==> config.mk <==
export PLATFORM = sky130hd
export DESIGN_NAME = feature_func_unit_flat
export DESIGN_NICKNAME = d
export VERILOG_FILES = /design/src/rtl/feature_func_unit_pkg.sv /design/src/rtl/feature_func_unit_if.sv /design/src/rtl/feature_func_unit_lane_op.sv /design/src/rtl/feature_func_unit.sv /design/src/flat_wrapper.sv
export SDC_FILE = /design/constraint.sdc
export NUM_CORES = 1
export LEC_CHECK = 0
export ABC_CLOCK_PERIOD_IN_PS = 4300
export BUFFER_PORTS_ARGS = -buffer_cell sky130_fd_sc_hd__buf_2
export CORE_AREA = 2 2 198 200
export DETAILED_ROUTE_END_ITERATION = 10
export DIE_AREA = 0 0 200 202
export GPL_TIMING_DRIVEN = 0
export SETUP_SLACK_MARGIN = 0.02
export SLEW_MARGIN = 20
export SYNTH_ARGS = -nofsm -noshare
export SYNTH_HDL_FRONTEND = slang
export SYNTH_SLANG_ARGS = --single-unit
==> constraint.sdc <==
create_clock -name I_aclk -period 4.3 [get_ports I_aclk]
set_clock_uncertainty 0.15 [all_clocks]
set_input_delay 0.86 -clock I_aclk [delete_from_list [all_inputs] [get_ports I_aclk]]
set_output_delay 0.86 -clock I_aclk [all_outputs]
set_load 0.02 [all_outputs]
==> src/rtl/feature_func_unit_pkg.sv <==
// Shared encodings for the feature function unit: lane-function modes,
// FSM state type and the default lane width.
package feature_func_pkg;
  localparam int LANE_W_DEF = 8;

  localparam logic [1:0] MODE_PASS = 2'd0;
  localparam logic [1:0] MODE_INV  = 2'd1;
  localparam logic [1:0] MODE_BIAS = 2'd2;
  localparam logic [1:0] MODE_RELU = 2'd3;

  typedef enum logic [1:0] {
    ST_IDLE  = 2'd0,
    ST_RUN   = 2'd1,
    ST_FLUSH = 2'd2
  } state_t;
endpackage

==> src/rtl/feature_func_unit_if.sv <==
// Feature stream bus: upstream valid/ready input side plus the registered
// downstream output side. The unit itself uses the slave modport.
interface feature_func_unit_if #(
  parameter int DATA_W = 128
);
  logic [DATA_W-1:0] I_feature_in;
  logic              I_feature_dv;
  logic              O_feature_rdy;
  logic [DATA_W-1:0] O_feature_out;
  logic              O_feature_dv;
  logic              I_feature_rdy;

  modport slave (
    input  I_feature_in, I_feature_dv, I_feature_rdy,
    output O_feature_rdy, O_feature_out, O_feature_dv
  );

  modport master (
    output I_feature_in, I_feature_dv, I_feature_rdy,
    input  O_feature_rdy, O_feature_out, O_feature_dv
  );
endinterface

==> src/rtl/feature_func_unit_lane_op.sv <==
// Single-lane combinational function: pass, invert, saturating bias add, ReLU.
module feature_lane_op
  import feature_func_pkg::*;
#(
  parameter int LANE_W = LANE_W_DEF
) (
  input  logic [1:0]        i_mode,
  input  logic [LANE_W-1:0] i_bias,
  input  logic [LANE_W-1:0] i_lane,
  output logic [LANE_W-1:0] o_lane
);
  logic [LANE_W:0] w_sum;

  // Extra carry bit stays inside this lane and only selects saturation.
  assign w_sum = {1'b0, i_lane} + {1'b0, i_bias};

  always_comb begin
    o_lane = i_lane;
    case (i_mode)
      MODE_PASS: o_lane = i_lane;
      MODE_INV:  o_lane = ~i_lane;
      MODE_BIAS: o_lane = w_sum[LANE_W] ? {LANE_W{1'b1}} : w_sum[LANE_W-1:0];
      MODE_RELU: o_lane = i_lane[LANE_W-1] ? '0 : i_lane;
      default:   o_lane = i_lane;
    endcase
  end
endmodule

==> src/rtl/feature_func_unit.sv <==
// Framed feature-stream function unit: job FSM, beat counter, latched config
// and a one-deep output register with valid/ready backpressure.
module feature_func_unit
  import feature_func_pkg::*;
#(
  parameter int DATA_W = 128,
  parameter int LANE_W = LANE_W_DEF,
  parameter int CNT_W  = 16
) (
  input  logic              I_aclk,
  input  logic              I_arst,
  input  logic              I_start,
  input  logic [1:0]        I_mode,
  input  logic [LANE_W-1:0] I_bias,
  input  logic [CNT_W-1:0]  I_beat_num,
  output logic              O_busy,
  output logic              O_done,
  feature_func_unit_if.slave s_if
);
  localparam int LANES = DATA_W / LANE_W;

  state_t                       r_state, w_state_nxt;
  logic [1:0]                   r_mode;
  logic [LANE_W-1:0]            r_bias;
  logic [CNT_W-1:0]             r_beat_num, r_cnt, w_cnt_inc;
  logic [DATA_W-1:0]            r_out;
  logic                         r_dv, r_done;
  logic                         w_rdy, w_acc, w_hs, w_latch, w_done_nxt;
  logic [LANES-1:0][LANE_W-1:0] w_func;

  for (genvar g = 0; g < LANES; g++) begin : g_lane
    feature_lane_op #(.LANE_W(LANE_W)) u_op (
      .i_mode (r_mode),
      .i_bias (r_bias),
      .i_lane (s_if.I_feature_in[g*LANE_W +: LANE_W]),
      .o_lane (w_func[g])
    );
  end

  assign w_rdy     = (r_state == ST_RUN) && (!r_dv || s_if.I_feature_rdy);
  assign w_acc     = s_if.I_feature_dv && w_rdy;
  assign w_hs      = r_dv && s_if.I_feature_rdy;
  assign w_cnt_inc = r_cnt + CNT_W'(1);

  always_comb begin
    w_state_nxt = r_state;
    w_done_nxt  = 1'b0;
    w_latch     = 1'b0;
    case (r_state)
      ST_IDLE: if (I_start) begin
        w_latch = 1'b1;
        if (I_beat_num != '0) w_state_nxt = ST_RUN;
        else                  w_done_nxt  = 1'b1;
      end
      ST_RUN: if (w_acc && (w_cnt_inc == r_beat_num)) w_state_nxt = ST_FLUSH;
      ST_FLUSH: if (!r_dv || w_hs) begin
        w_state_nxt = ST_IDLE;
        w_done_nxt  = 1'b1;
      end
      default: w_state_nxt = ST_IDLE;
    endcase
  end

  always_ff @(posedge I_aclk) begin
    if (I_arst) begin
      r_state    <= ST_IDLE;
      r_mode     <= '0;
      r_bias     <= '0;
      r_beat_num <= '0;
      r_cnt      <= '0;
      r_out      <= '0;
      r_dv       <= 1'b0;
      r_done     <= 1'b0;
    end else begin
      r_state <= w_state_nxt;
      r_done  <= w_done_nxt;
      if (w_latch) begin
        r_mode     <= I_mode;
        r_bias     <= I_bias;
        r_beat_num <= I_beat_num;
        r_cnt      <= '0;
      end else if (w_acc) begin
        r_cnt <= w_cnt_inc;
      end
      // Accept wins over drain: a beat arriving on a handshake replaces the old one.
      if (w_acc) begin
        r_out <= w_func;
        r_dv  <= 1'b1;
      end else if (w_hs) begin
        r_dv  <= 1'b0;
      end
    end
  end

  assign s_if.O_feature_rdy = w_rdy;
  assign s_if.O_feature_out = r_out;
  assign s_if.O_feature_dv  = r_dv;
  assign O_busy             = (r_state != ST_IDLE);
  assign O_done             = r_done;
endmodule

==> src/flat_wrapper.sv <==
// flat-port wrapper written by rule: the top's interface ports become plain ports
module feature_func_unit_flat import feature_func_pkg::*;
#(
  parameter int DATA_W = 128,
  parameter int LANE_W = LANE_W_DEF,
  parameter int CNT_W  = 16
)
  (I_aclk, I_arst, I_start, I_mode, I_bias, I_beat_num, O_busy, O_done, s_if_I_feature_in, s_if_I_feature_dv, s_if_I_feature_rdy, s_if_O_feature_rdy, s_if_O_feature_out, s_if_O_feature_dv);
  feature_func_unit_if #(.DATA_W(DATA_W)) s_if_i ();
  input  logic I_aclk;
  input  logic I_arst;
  input  logic I_start;
  input  logic [1:0] I_mode;
  input  logic [LANE_W-1:0] I_bias;
  input  logic [CNT_W-1:0] I_beat_num;
  output logic O_busy;
  output logic O_done;
  input wire logic [$bits(s_if_i.I_feature_in)-1:0] s_if_I_feature_in;
  input wire logic [$bits(s_if_i.I_feature_dv)-1:0] s_if_I_feature_dv;
  input wire logic [$bits(s_if_i.I_feature_rdy)-1:0] s_if_I_feature_rdy;
  output wire logic [$bits(s_if_i.O_feature_rdy)-1:0] s_if_O_feature_rdy;
  output wire logic [$bits(s_if_i.O_feature_out)-1:0] s_if_O_feature_out;
  output wire logic [$bits(s_if_i.O_feature_dv)-1:0] s_if_O_feature_dv;
  assign s_if_i.I_feature_in = s_if_I_feature_in;
  assign s_if_i.I_feature_dv = s_if_I_feature_dv;
  assign s_if_i.I_feature_rdy = s_if_I_feature_rdy;
  assign s_if_O_feature_rdy = s_if_i.O_feature_rdy;
  assign s_if_O_feature_out = s_if_i.O_feature_out;
  assign s_if_O_feature_dv = s_if_i.O_feature_dv;
  feature_func_unit #(.DATA_W(DATA_W), .LANE_W(LANE_W), .CNT_W(CNT_W)) u_core (.I_aclk(I_aclk), .I_arst(I_arst), .I_start(I_start), .I_mode(I_mode), .I_bias(I_bias), .I_beat_num(I_beat_num), .O_busy(O_busy), .O_done(O_done), .s_if(s_if_i));
endmodule
==> out/results.txt <==
The tools report the combinational cell fraction of total power as 34.8%. The kind of end point of the critical path was a flop. For the area of the die, the log shows 40400 um^2.

During I/O placement, the number of pins put on the boundary was 291. The total wirelength of the detailed-routed design is 67.66 mm. Summing the areas of all xor and xnor instances in the mapped netlist gives 7.715% of the synthesized area. The internal power of the cells totals 0.003188 W.

Cells fill 46.60% of the core in the end. Counting flops and latches in the post-synthesis netlist gives 174. The core box area is 38290 um^2, and the power dissipated by switching net loads is 0.002219 W. In this run the static leakage power is 7.879 nW.

The routed design could run at a clock period as short as 3.392 ns. Synthesis instantiated 72 different standard cells from the library. After detailed routing, the number of vias per cell comes to 6.035. In the post-synthesis netlist, the biggest area contributors are dfxtp_1 (23%), ha_1 (11%), a21oi_1 (8.6%). The final routed wire length divided by cell count was 23.58 um; the count of standard-cell rows was 72. At the pin with the least slew margin, the transition time is 1.131 ns. The logs give 30.5% for the part of the total power dissipated in the clock network and 0 for the number of instances resized during post-cts repair. After technology mapping, the gate count stands at 2017. The run finished with clean final reports. The tools report the final estimated routing congestion in global placement as 0.9974.

The clock-pin slew reported for the worst setup and hold paths after clock tree synthesis works out to 0.08 ns. The synthesized netlist devotes 12.81% of its cell area to adder and majority cells. Multiplexer cells account for 0.9529% of the synthesized area. The logs give 16 for the initial antenna violation count and 97.88 mm for the first-pass GRT wire length. For the number of clock buffers inserted by TritonCTS, the log shows 17.

The tightest min-delay check is of the reg2reg type. Along the worst path, the maximum fanout reaches 17. For the final routed database, the setup TNS stands at 0 ns. Across every metal layer, demand over resource in global routing totals 32.77%. Of the total synthesized cell area, the portion taken by AND, OR, NAND and NOR gates is 17.91%.

The clock reaches the later pin of the worst-skew pair after 0.49 ns. Sequential cells account for 34.7% of the total power. Input and output buffers added on the ports amount to 290. For this run, design rule violations remaining after detail routing come to 0. After synthesis, the largest family of logic cells by area is compound AO/OA/AOI/OAI gates.

The overall die width was 200 um; the endpoint required time on the critical path was 4.47 ns. Count of nets after finishing: 2630. The number of max-slew violations in the final report was 0; the hold violation total from the final report was 0. Of the total power, the share spent switching nets is 41.04%.

Final count of negative-setup-slack endpoints: 0. The maximum operating frequency came out at 294.8 MHz. Clock tree synthesis selected as its root buffer the cell clkbuf_16. Setup repair after global routing left no endpoint under its margin. The mean post-synth cell area is 7.486 um^2. The launching element type of the critical path was a flop. The proportion of netlist area held by the largest area contributor is 23.07%, and the number of warnings issued by yosys is 0. Across the VDD grid, the largest voltage drop is 0.3366 mV. The die is 202 um tall.

Cell area after synthesis: 15100 um^2. The number of setup buffers added after CTS is 0. The total half-perimeter wirelength after legalization and detailed placement was 49.80 mm. Predominant post-synthesis flop cell: dfxtp_1. The library cell with the largest summed area after synthesis was dfxtp_1. The share of the clock period used by the worst path after layout was 78.87%; the post-route cell area was 17840 um^2. The first routing iteration left 1671 violations.

The clock drives 174 sinks. Before antenna repair, the detailed router went through 5 iterations. The detailed router placed 17320 vias in this run. TritonCTS built the clock tree. When the netlist entered floorplanning its net count stood at 2321.

The number of hold-repair buffers added at the cts stage was 0; the async set-or-reset flop fraction in the synthesized netlist was 0%. The initial core utilization is 39.44%, and the post-detailed-placement cell area is 17210 um^2. The max-slew headroom at the worst pin was 24.58%; the fraction of layout instances using a drive strength above 1 was 17.23%.

Summed over all layers, the global routing overflow is 0. The share of the Yosys chip area taken by registers is 23.07%. The H-tree was split into 4 levels.

The critical path in this run is classified as reg2reg. Across the run, the number of max-cap violations was 0. For the largest net degree at the start of global routing, the log shows 34. The count of nets left with antenna violations once routing finished came out at 0.

STA puts the critical path data arrival time at 3.56 ns. The synthesized design contains 0 enable-type register cells. The compound-gate portion of the synthesized area is 32.79%, and the relative area change from synthesis to final layout is 18.16%.

The power density over the cells is 303.1 nW/um^2, and the clock tree buffer depth is 2. The tools report the via count of the first global-routing pass as 15900.
-- layout make-up --
| cell class | instances | area [um^2] |
|---|---|---|
| multi-input combinational | 1673 | 10900 |
| timing repair buffer | 290 | 1451 |
| buffer | 118 | 523.0 |
| fill | 3883 | 20450 |
| tap | 518 | 648.1 |
| clock inverter | 15 | 168.9 |
| clock buffer | 17 | 425.4 |
| inverter | 52 | 195.2 |
| sequential | 174 | 3496 |
| antenna | 12 | 30.03 |
-- critical path: stages (launching register included) --
cell,delay [ns]
dfxtp_2,0.59
ha_1,0.36
fa_1,0.44
a21o_1,0.17
a21oi_1,0.32
o21a_1,0.23
o21ai_0,0.23
o21ai_0,0.59
a211oi_1,0.14
-- power by group through the flow --
stage	combinational (W)	sequential (W)	clock [W]
2_1_floorplan	0.00110	0.00196	0
3_3_place_gp	0.00180	0.00190	0
3_5_place_dp	0.00183	0.00191	0
4_1_cts	0.00184	0.00187	0.00165
5_1_grt	0.00204	0.00188	0.00171
6_report	0.00188	0.00187	0.00165
-- metal layers --
metal / up-vias / track usage [%] / wire (um)
li1: 8018 / - / -
met1: 8114 / 43.58 / 27890
met2: 972 / 49.64 / 29090
met3: 199 / 7.542 / 7394
met4: 12 / 16.11 / 3226
met5: - / 0 / 69
-- cell usage in the layout, fill, tap and decap left out, types with 14 or more instances in the layout --
cell,netlist,final
buf_2,43,333
nor2_1,289,289
a21oi_1,260,260
dfxtp_1,174,166
o21ai_0,154,154
nand2_1,140,140
ha_1,129,129
xnor2_1,84,84
a21o_1,83,83
a211oi_1,66,66
clkbuf_1,58,58
inv_1,50,50
xor2_1,49,49
o211ai_1,42,42
nor3_1,39,38
o21bai_1,33,33
o221ai_1,23,23
or3_1,19,19
o21a_1,17,17
clkbuf_16,0,17
nor4_1,16,16
fa_1,16,16
nand2b_1,15,15
a311o_1,14,14
-- registers in the layout, summed over array words and instances, names as in the netlist --
name,cells
u_core.r_cnt,16
u_core.r_bias,8
u_core.r_mode,2
u_core.O_done,1
u_core.r_beat_num,16
u_core.s_if.O_feature_out,128
u_core.r_state,2
u_core.s_if.O_feature_dv,1
-- synth_stat cells (all sizes together), types with 4 or more instances --
library cell  count
a2111oi          11
a211oi           66
a21boi            4
a21o             83
a21oi           260
a22oi             4
a311o            14
a311oi           10
a31oi             6
and2              9
and3             12
and4              5
buf              60
clkbuf           58
dfxtp           174
fa               16
ha              129
inv              51
mux2             11
nand2           140
nand2b           15
nand3            12
nand3b            5
nand4             9
nor2            290
nor2b             7
nor3             39
nor3b             9
nor4             16
o2111ai           7
o211ai           42
o21a             17
o21ai           155
o21bai           33
o221ai           23
o311ai            8
o31a              5
o31ai             6
o32a              4
or2               9
or3              19
xnor2            84
xor2             49
-- cell families after synthesis --
logic type                 Yosys count
AOI/OAI and AO/OA                  777
xor gates and xnor gates           133
adders and majority gates          145
buffers and inverters              170
DFF                                174
muxes                               13
and+or+nand+nor                    605
-- final timing paths --
path / startpoint / end / slack, ns / cells after the start
setup / recovery: u_core.r_bias[0]$_SDFFE_PP0P_ / u_core.s_if.O_feature_out[124]$_SDFFE_PP0P_ / 0.91 / 8
hold / removal: u_core.s_if.O_feature_out[88]$_SDFFE_PP0P_ / u_core.s_if.O_feature_out[88]$_SDFFE_PP0P_ / 0.31 / 2
setup reg to reg: u_core.r_bias[0]$_SDFFE_PP0P_ / u_core.s_if.O_feature_out[124]$_SDFFE_PP0P_ / 0.91 / 8
hold reg to reg: u_core.s_if.O_feature_out[88]$_SDFFE_PP0P_ / u_core.s_if.O_feature_out[88]$_SDFFE_PP0P_ / 0.31 / 2
-- stage by stage --
step	total power, W	setup slack, ns	hold slack (ns)	instances
2_1_floorplan	0.003051	1.202	0.2853	2017
3_3_place_gp	0.003699	0.05249	0.2946	2825
3_5_place_dp	0.003734	0.6582	0.2968	2825
4_1_cts	0.005361	1.010	0.3074	2857
5_1_grt	0.005635	0.7704	0.3276	2866
6_report	0.005407	0.9084	0.3086	2869
No activity file was read; power rests on OpenSTA's default activity.
